## src/rtl/img_ram_writer.sv

```systemverilog
// Buffers the filtered pixel stream in a small FIFO and writes one frame, in raster order,
// into the filtered-image RAM. Pulses done when the last address has been written.
module img_ram_writer #(
  parameter int H_RES      = 640,
  parameter int V_RES      = 480,
  parameter int ADDR_W     = 19,
  parameter int DATA_W     = 8,
  parameter int FIFO_DEPTH = 4
) (
  input  logic              vga_ctrl_clk,
  input  logic              rst,
  input  logic              i_start,
  input  logic              i_in_valid,
  input  logic [DATA_W-1:0] i_in_data,
  input  logic              i_in_last,
  output logic              o_in_ready,
  input  logic              i_mem_stall,
  output logic              o_wr_en,
  output logic [ADDR_W-1:0] o_wr_addr,
  output logic [DATA_W-1:0] o_wr_data,
  output logic              o_busy,
  output logic              o_done,
  output logic              o_frame_err
);

  localparam int TOTAL = H_RES * V_RES;
  localparam int PTR_W = $clog2(FIFO_DEPTH);
  localparam int CNT_W = PTR_W + 1;
  localparam int IDX_W = ADDR_W + 1;

  localparam logic [CNT_W-1:0]  FULL_CNT  = CNT_W'(FIFO_DEPTH);
  localparam logic [IDX_W-1:0]  IDX_END   = IDX_W'(TOTAL);
  localparam logic [IDX_W-1:0]  IDX_LAST  = IDX_W'(TOTAL - 1);
  localparam logic [ADDR_W-1:0] ADDR_LAST = ADDR_W'(TOTAL - 1);

  typedef enum logic [1:0] {
    S_IDLE,
    S_WRITE,
    S_DONE
  } state_t;

  state_t r_state;
  state_t w_next_state;

  logic [DATA_W-1:0] r_mem [FIFO_DEPTH];
  logic [PTR_W-1:0]  r_rd_ptr;
  logic [PTR_W-1:0]  r_wr_ptr;
  logic [CNT_W-1:0]  r_count;
  logic [IDX_W-1:0]  r_in_idx;
  logic [ADDR_W-1:0] r_wr_cnt;

  logic              r_wr_en;
  logic [ADDR_W-1:0] r_wr_addr;
  logic [DATA_W-1:0] r_wr_data;
  logic              r_busy;
  logic              r_done;
  logic              r_frame_err;

  logic              w_in_ready;
  logic              w_push;
  logic              w_pop;
  logic              w_fifo_empty;
  logic              w_store;
  logic              w_take;
  logic [DATA_W-1:0] w_head;

  assign w_fifo_empty = (r_count == '0);
  // An empty FIFO lets an accepted pixel fall straight through to the RAM port.
  assign w_head  = w_fifo_empty ? i_in_data : r_mem[r_rd_ptr];
  assign w_store = w_push && !(w_pop && w_fifo_empty);
  assign w_take  = w_pop && !w_fifo_empty;

  always_ff @(posedge vga_ctrl_clk or posedge rst) begin
    if (rst) begin
      r_state <= S_IDLE;
    end else begin
      r_state <= w_next_state;
    end
  end

  always_comb begin
    w_next_state = r_state;
    w_in_ready   = 1'b0;
    w_push       = 1'b0;
    w_pop        = 1'b0;
    case (r_state)
      S_IDLE: begin
        if (i_start) begin
          w_next_state = S_WRITE;
        end
      end
      S_WRITE: begin
        w_in_ready = (r_count != FULL_CNT) && (r_in_idx != IDX_END);
        w_push     = i_in_valid && w_in_ready;
        w_pop      = !i_mem_stall && (!w_fifo_empty || w_push);
        if (w_pop && (r_wr_cnt == ADDR_LAST)) begin
          w_next_state = S_DONE;
        end
      end
      S_DONE: begin
        w_next_state = S_IDLE;
      end
      default: begin
        w_next_state = S_IDLE;
      end
    endcase
  end

  always_ff @(posedge vga_ctrl_clk) begin
    if (w_store) begin
      r_mem[r_wr_ptr] <= i_in_data;
    end
  end

  always_ff @(posedge vga_ctrl_clk or posedge rst) begin
    if (rst) begin
      r_rd_ptr    <= '0;
      r_wr_ptr    <= '0;
      r_count     <= '0;
      r_in_idx    <= '0;
      r_wr_cnt    <= '0;
      r_wr_en     <= 1'b0;
      r_wr_addr   <= '0;
      r_wr_data   <= '0;
      r_busy      <= 1'b0;
      r_done      <= 1'b0;
      r_frame_err <= 1'b0;
    end else begin
      r_wr_en <= 1'b0;
      r_done  <= 1'b0;
      case (r_state)
        S_IDLE: begin
          if (i_start) begin
            r_rd_ptr    <= '0;
            r_wr_ptr    <= '0;
            r_count     <= '0;
            r_in_idx    <= '0;
            r_wr_cnt    <= '0;
            r_frame_err <= 1'b0;
            r_busy      <= 1'b1;
          end
        end
        S_WRITE: begin
          if (w_push) begin
            r_in_idx <= r_in_idx + IDX_W'(1);
            // Frame length is judged on the input side only; writing always covers the full frame.
            if ((i_in_last && (r_in_idx != IDX_LAST)) ||
                (!i_in_last && (r_in_idx == IDX_LAST))) begin
              r_frame_err <= 1'b1;
            end
          end
          if (w_store) begin
            r_wr_ptr <= r_wr_ptr + PTR_W'(1);
          end
          if (w_take) begin
            r_rd_ptr <= r_rd_ptr + PTR_W'(1);
          end
          if (w_store && !w_take) begin
            r_count <= r_count + CNT_W'(1);
          end else if (w_take && !w_store) begin
            r_count <= r_count - CNT_W'(1);
          end
          if (w_pop) begin
            r_wr_en   <= 1'b1;
            r_wr_data <= w_head;
            r_wr_addr <= r_wr_cnt;
            r_wr_cnt  <= r_wr_cnt + ADDR_W'(1);
          end
        end
        S_DONE: begin
          r_done <= 1'b1;
          r_busy <= 1'b0;
        end
        default: begin
          r_busy <= 1'b0;
        end
      endcase
    end
  end

  assign o_in_ready  = w_in_ready;
  assign o_wr_en     = r_wr_en;
  assign o_wr_addr   = r_wr_addr;
  assign o_wr_data   = r_wr_data;
  assign o_busy      = r_busy;
  assign o_done      = r_done;
  assign o_frame_err = r_frame_err;

endmodule

```

## config.mk

```make
export PLATFORM = sky130hd
export DESIGN_NAME = img_ram_writer
export DESIGN_NICKNAME = d
export VERILOG_FILES = /design/src/rtl/img_ram_writer.sv
export SDC_FILE = /design/constraint.sdc
export NUM_CORES = 1
export LEC_CHECK = 0
export CAP_MARGIN = 0
export CORE_ASPECT_RATIO = 0.8
export CORE_MARGIN = 4
export CORE_UTILIZATION = 57
export CTS_CLUSTER_DIAMETER = 120
export DETAILED_ROUTE_END_ITERATION = 10
export GPL_ROUTABILITY_DRIVEN = 0
export GPL_TIMING_DRIVEN = 0
export PLACE_DENSITY = 0.82
export SETUP_SLACK_MARGIN = 0.2
export SLEW_MARGIN = 10
export SYNTH_ARGS = -nofsm -noshare
export SYNTH_HDL_FRONTEND = slang
export SYNTH_SLANG_ARGS = --single-unit
```

## constraint.sdc

```tcl
create_clock -name vga_ctrl_clk -period 3.02 [get_ports vga_ctrl_clk]
set_input_delay 0.604 -clock vga_ctrl_clk [delete_from_list [all_inputs] [get_ports vga_ctrl_clk]]
set_output_delay 0.604 -clock vga_ctrl_clk [all_outputs]
set_load 0.005 [all_outputs]
```

==> flow_summary.toml <==
[setup_path]
rr_worst_depth = 11
cp-startpoint = "r_in_idx[1]"
crit_fanout = 7
cp-start-kind = "flip-flop"
r2r_setup_slack_ns = 0.22
endpoint = "r_count[2]"
crit_path_end_kind = "flip-flop"
cp.arrival_ns = 3.00
r2r_end = "r_count[2]"
crit_required_ns = 3.23
r2r_start = "r_in_idx[1]"
path_class = "reg -> reg"

[placed_design]
place_area_um2 = 5750
dp_slack_ns = -0.0372
dpl.hpwl_um = 7600
io_buffers = 45

[clock_network]
cts_tree = "built"
cts-hold-fix-buffers = 0
cts.path.max_buffers = 2
insertion_delay_ns = 0.35
clk_pin_slew_ns = 0.07
cts_buffers = 9
clock-root-buffer = "clkbuf_16"
htreeDepth = 3
clock-sinks = 111

[floorplan]
core_area_um2 = 8630
num_rows = 30
start_util_pct = 59.4
die_area_um2 = 10600
io_pins = 46
dieWidth_um = 114
dieHeight_um = 92.8

[sta]
tightest_slew_ns = 0.822
finalCriticalPeriod_ns = 2.80
setup-violations-final = 0
skew_ns = 0.00928
maxSlewViolCount = 0
finalSetupTns_ns = 0
max_slew_margin_pct = 44.9
rsz0062_at_grt = "yes"
min_period_over_period_pct = 92.6
hold_violations = 0
setup_ws_ns = 0.224
whs_ns = 0.474
fmax_mhz = 358

[drt]
vias = 3813
avgRoutedWirePerCell_um = 17.2
drt-total-wl_um = 11000
routedLengthMet1_um = 4740
first_pass_iters = 5
dr.max_layer_used = "met4"
wl_met3_um = 673
drc = 0
drtAntennaViolNets = 0
drt_iter0_drc = 306
vias_per_cell = 5.92
wl_met2_um = 5520

[grt]
overflow = 0
antenna_found_initial = 0
grt_max_degree = 48
grt_util_all_layers_pct = 22.2
grt_pass1_vias = 3721
grt_first_pass_wirelength_um = 18700

[flow_run]
max-cap-violations = 0

[power]
powerDensity_nw_per_um2 = 750
ir_drop_mv = 0.458
leakagePower_nw = 2.60
power.total_mw = 4.58

[logic_synthesis]
netlist_top_cells_area = "dfrtp_1 39%, edfxtp_1 19%, nand2_1 7.4%"
async_flop_share_pct = 71.2
yosysTopAreaCell = "dfrtp_1"
synth_edf_count = 32
avgSynthCellArea_um2 = 11.1
synth_top_area_share_pct = 38.6
syn-num-nets = 487
yosys_most_used_dff = "dfrtp_1"
syn_area_um2 = 5130
ys_seq_elements = 111
synth.distinct_cells = 56
yosysWarningCount = 0
syn_inst = 464
ys_seq_area_share_pct = 57.3

[layout]
area_growth_pct = 19.2
n_antenna_cell = 0
layout_commonest_cell = "nand2_1"
fillCellCount = 631
design_area_um2 = 6110
drive_gt1_share_pct = 10.9
nNetsFinal = 550
final_cell_mix = "101 x nand2_1, 79 x dfrtp_1, 44 x clkdlybuf4s50_1"

[run_status]
status = "finished clean"

[worst_hold_path]
worst_hold_path_type = "reg -> reg"
## cell usage after synthesis (9+ instances only)
cell type,number
nand2_1,101
nand4_1,15
a21oi_1,11
o21ai_1,10
xor2_1,14
o31ai_1,10
mux2i_1,9
clkbuf_1,9
nor2_1,24
nand3_1,19
edfxtp_1,32
o21ai_0,13
and2_1,9
inv_1,11
dfrtp_1,79
## state kept, by name, summed over array words and instances (netlist names)
| register | flops |
|---|---|
| r_mem | 32 |
| r_state | 2 |
| o_busy | 1 |
| r_wr_cnt | 19 |
| o_wr_en | 1 |
| r_wr_ptr | 2 |
| r_rd_ptr | 2 |
| o_frame_err | 1 |
| r_in_idx | 20 |
| r_count | 3 |
| o_done | 1 |
| o_wr_addr | 19 |
| o_wr_data | 8 |
## per-stage QoR
step                utilization (%)  std cells
floorplan                         -        464
global route                   70.8        644
finish                         70.8        644
detailed placement             66.6        622
global placement               66.2        621
CTS                            70.4        642
## kinds of logic after synthesis
group | count (synthesis) | synth area share [%]
fa+ha+maj | 9 | 2.34
xor+xnor | 15 | 2.56
flops | 111 | 57.3
compound gates | 67 | 8.88
mux | 18 | 5.49
buf+inv | 33 | 3.00
simple gates | 211 | 20.4
## report_power, final
group	switching, mW	internal [mW]
combinational	0.703	0.673
clock	0.525	0.587
sequential	0.227	1.87
## metal layers
| metal | track usage, % | vias to the layer above |
|---|---|---|
| met5 | 0 | - |
| met1 | 31.1 | 1863 |
| met4 | 4.15 | 0 |
| met2 | 36.4 | 139 |
| li1 | - | 1797 |
| met3 | 4.70 | 14 |
## repair_timing
action | in CTS | in global routing
endpoints found under the setup margin | 3 | 2
pin swaps | 4 | 2
gates resized for setup | 3 | 5
buffers inserted | 4 | 2
## worst min path at each step
stage	startpoint	slack, ns	endpoint	cells after the start
2_1_floorplan	r_wr_cnt[4]	0.46	r_wr_cnt[4]	1
3_3_place_gp	o_wr_addr[5]	0.46	o_wr_addr[5]	2
3_5_place_dp	o_wr_addr[18]	0.46	o_wr_addr[18]	2
4_1_cts	o_wr_addr[7]	0.48	o_wr_addr[7]	2
5_1_grt	o_wr_addr[18]	0.50	o_wr_addr[18]	2
6_report	o_wr_addr[7]	0.47	o_wr_addr[7]	2
## worst max-delay path, cell delays in order, from the launching register on
cell       delay, ns
dfrtp_1         0.40
inv_1           0.08
ha_1            0.15
nor4b_4         0.18
nand4_1         0.22
o2111ai_2       0.28
a21oi_2         0.11
ha_1            0.29
fa_1            0.39
xnor2_1         0.15
o311ai_0        0.27
o41ai_1         0.13
## area by class of cell
class | count | area [µm²] | share of cell area (%)
Tap cell | 112 | 140 | 2.29
Buffer | 21 | 110 | 1.80
Sequential cell | 111 | 2940 | 48.1
Timing Repair Buffer | 52 | 529 | 8.66
Multi-Input combinational cell | 320 | 2060 | 33.8
Clock inverter | 6 | 42.5 | 0.696
Inverter | 12 | 47.5 | 0.778
Clock buffer | 10 | 239 | 3.91
(Power assumes the default switching activity.)
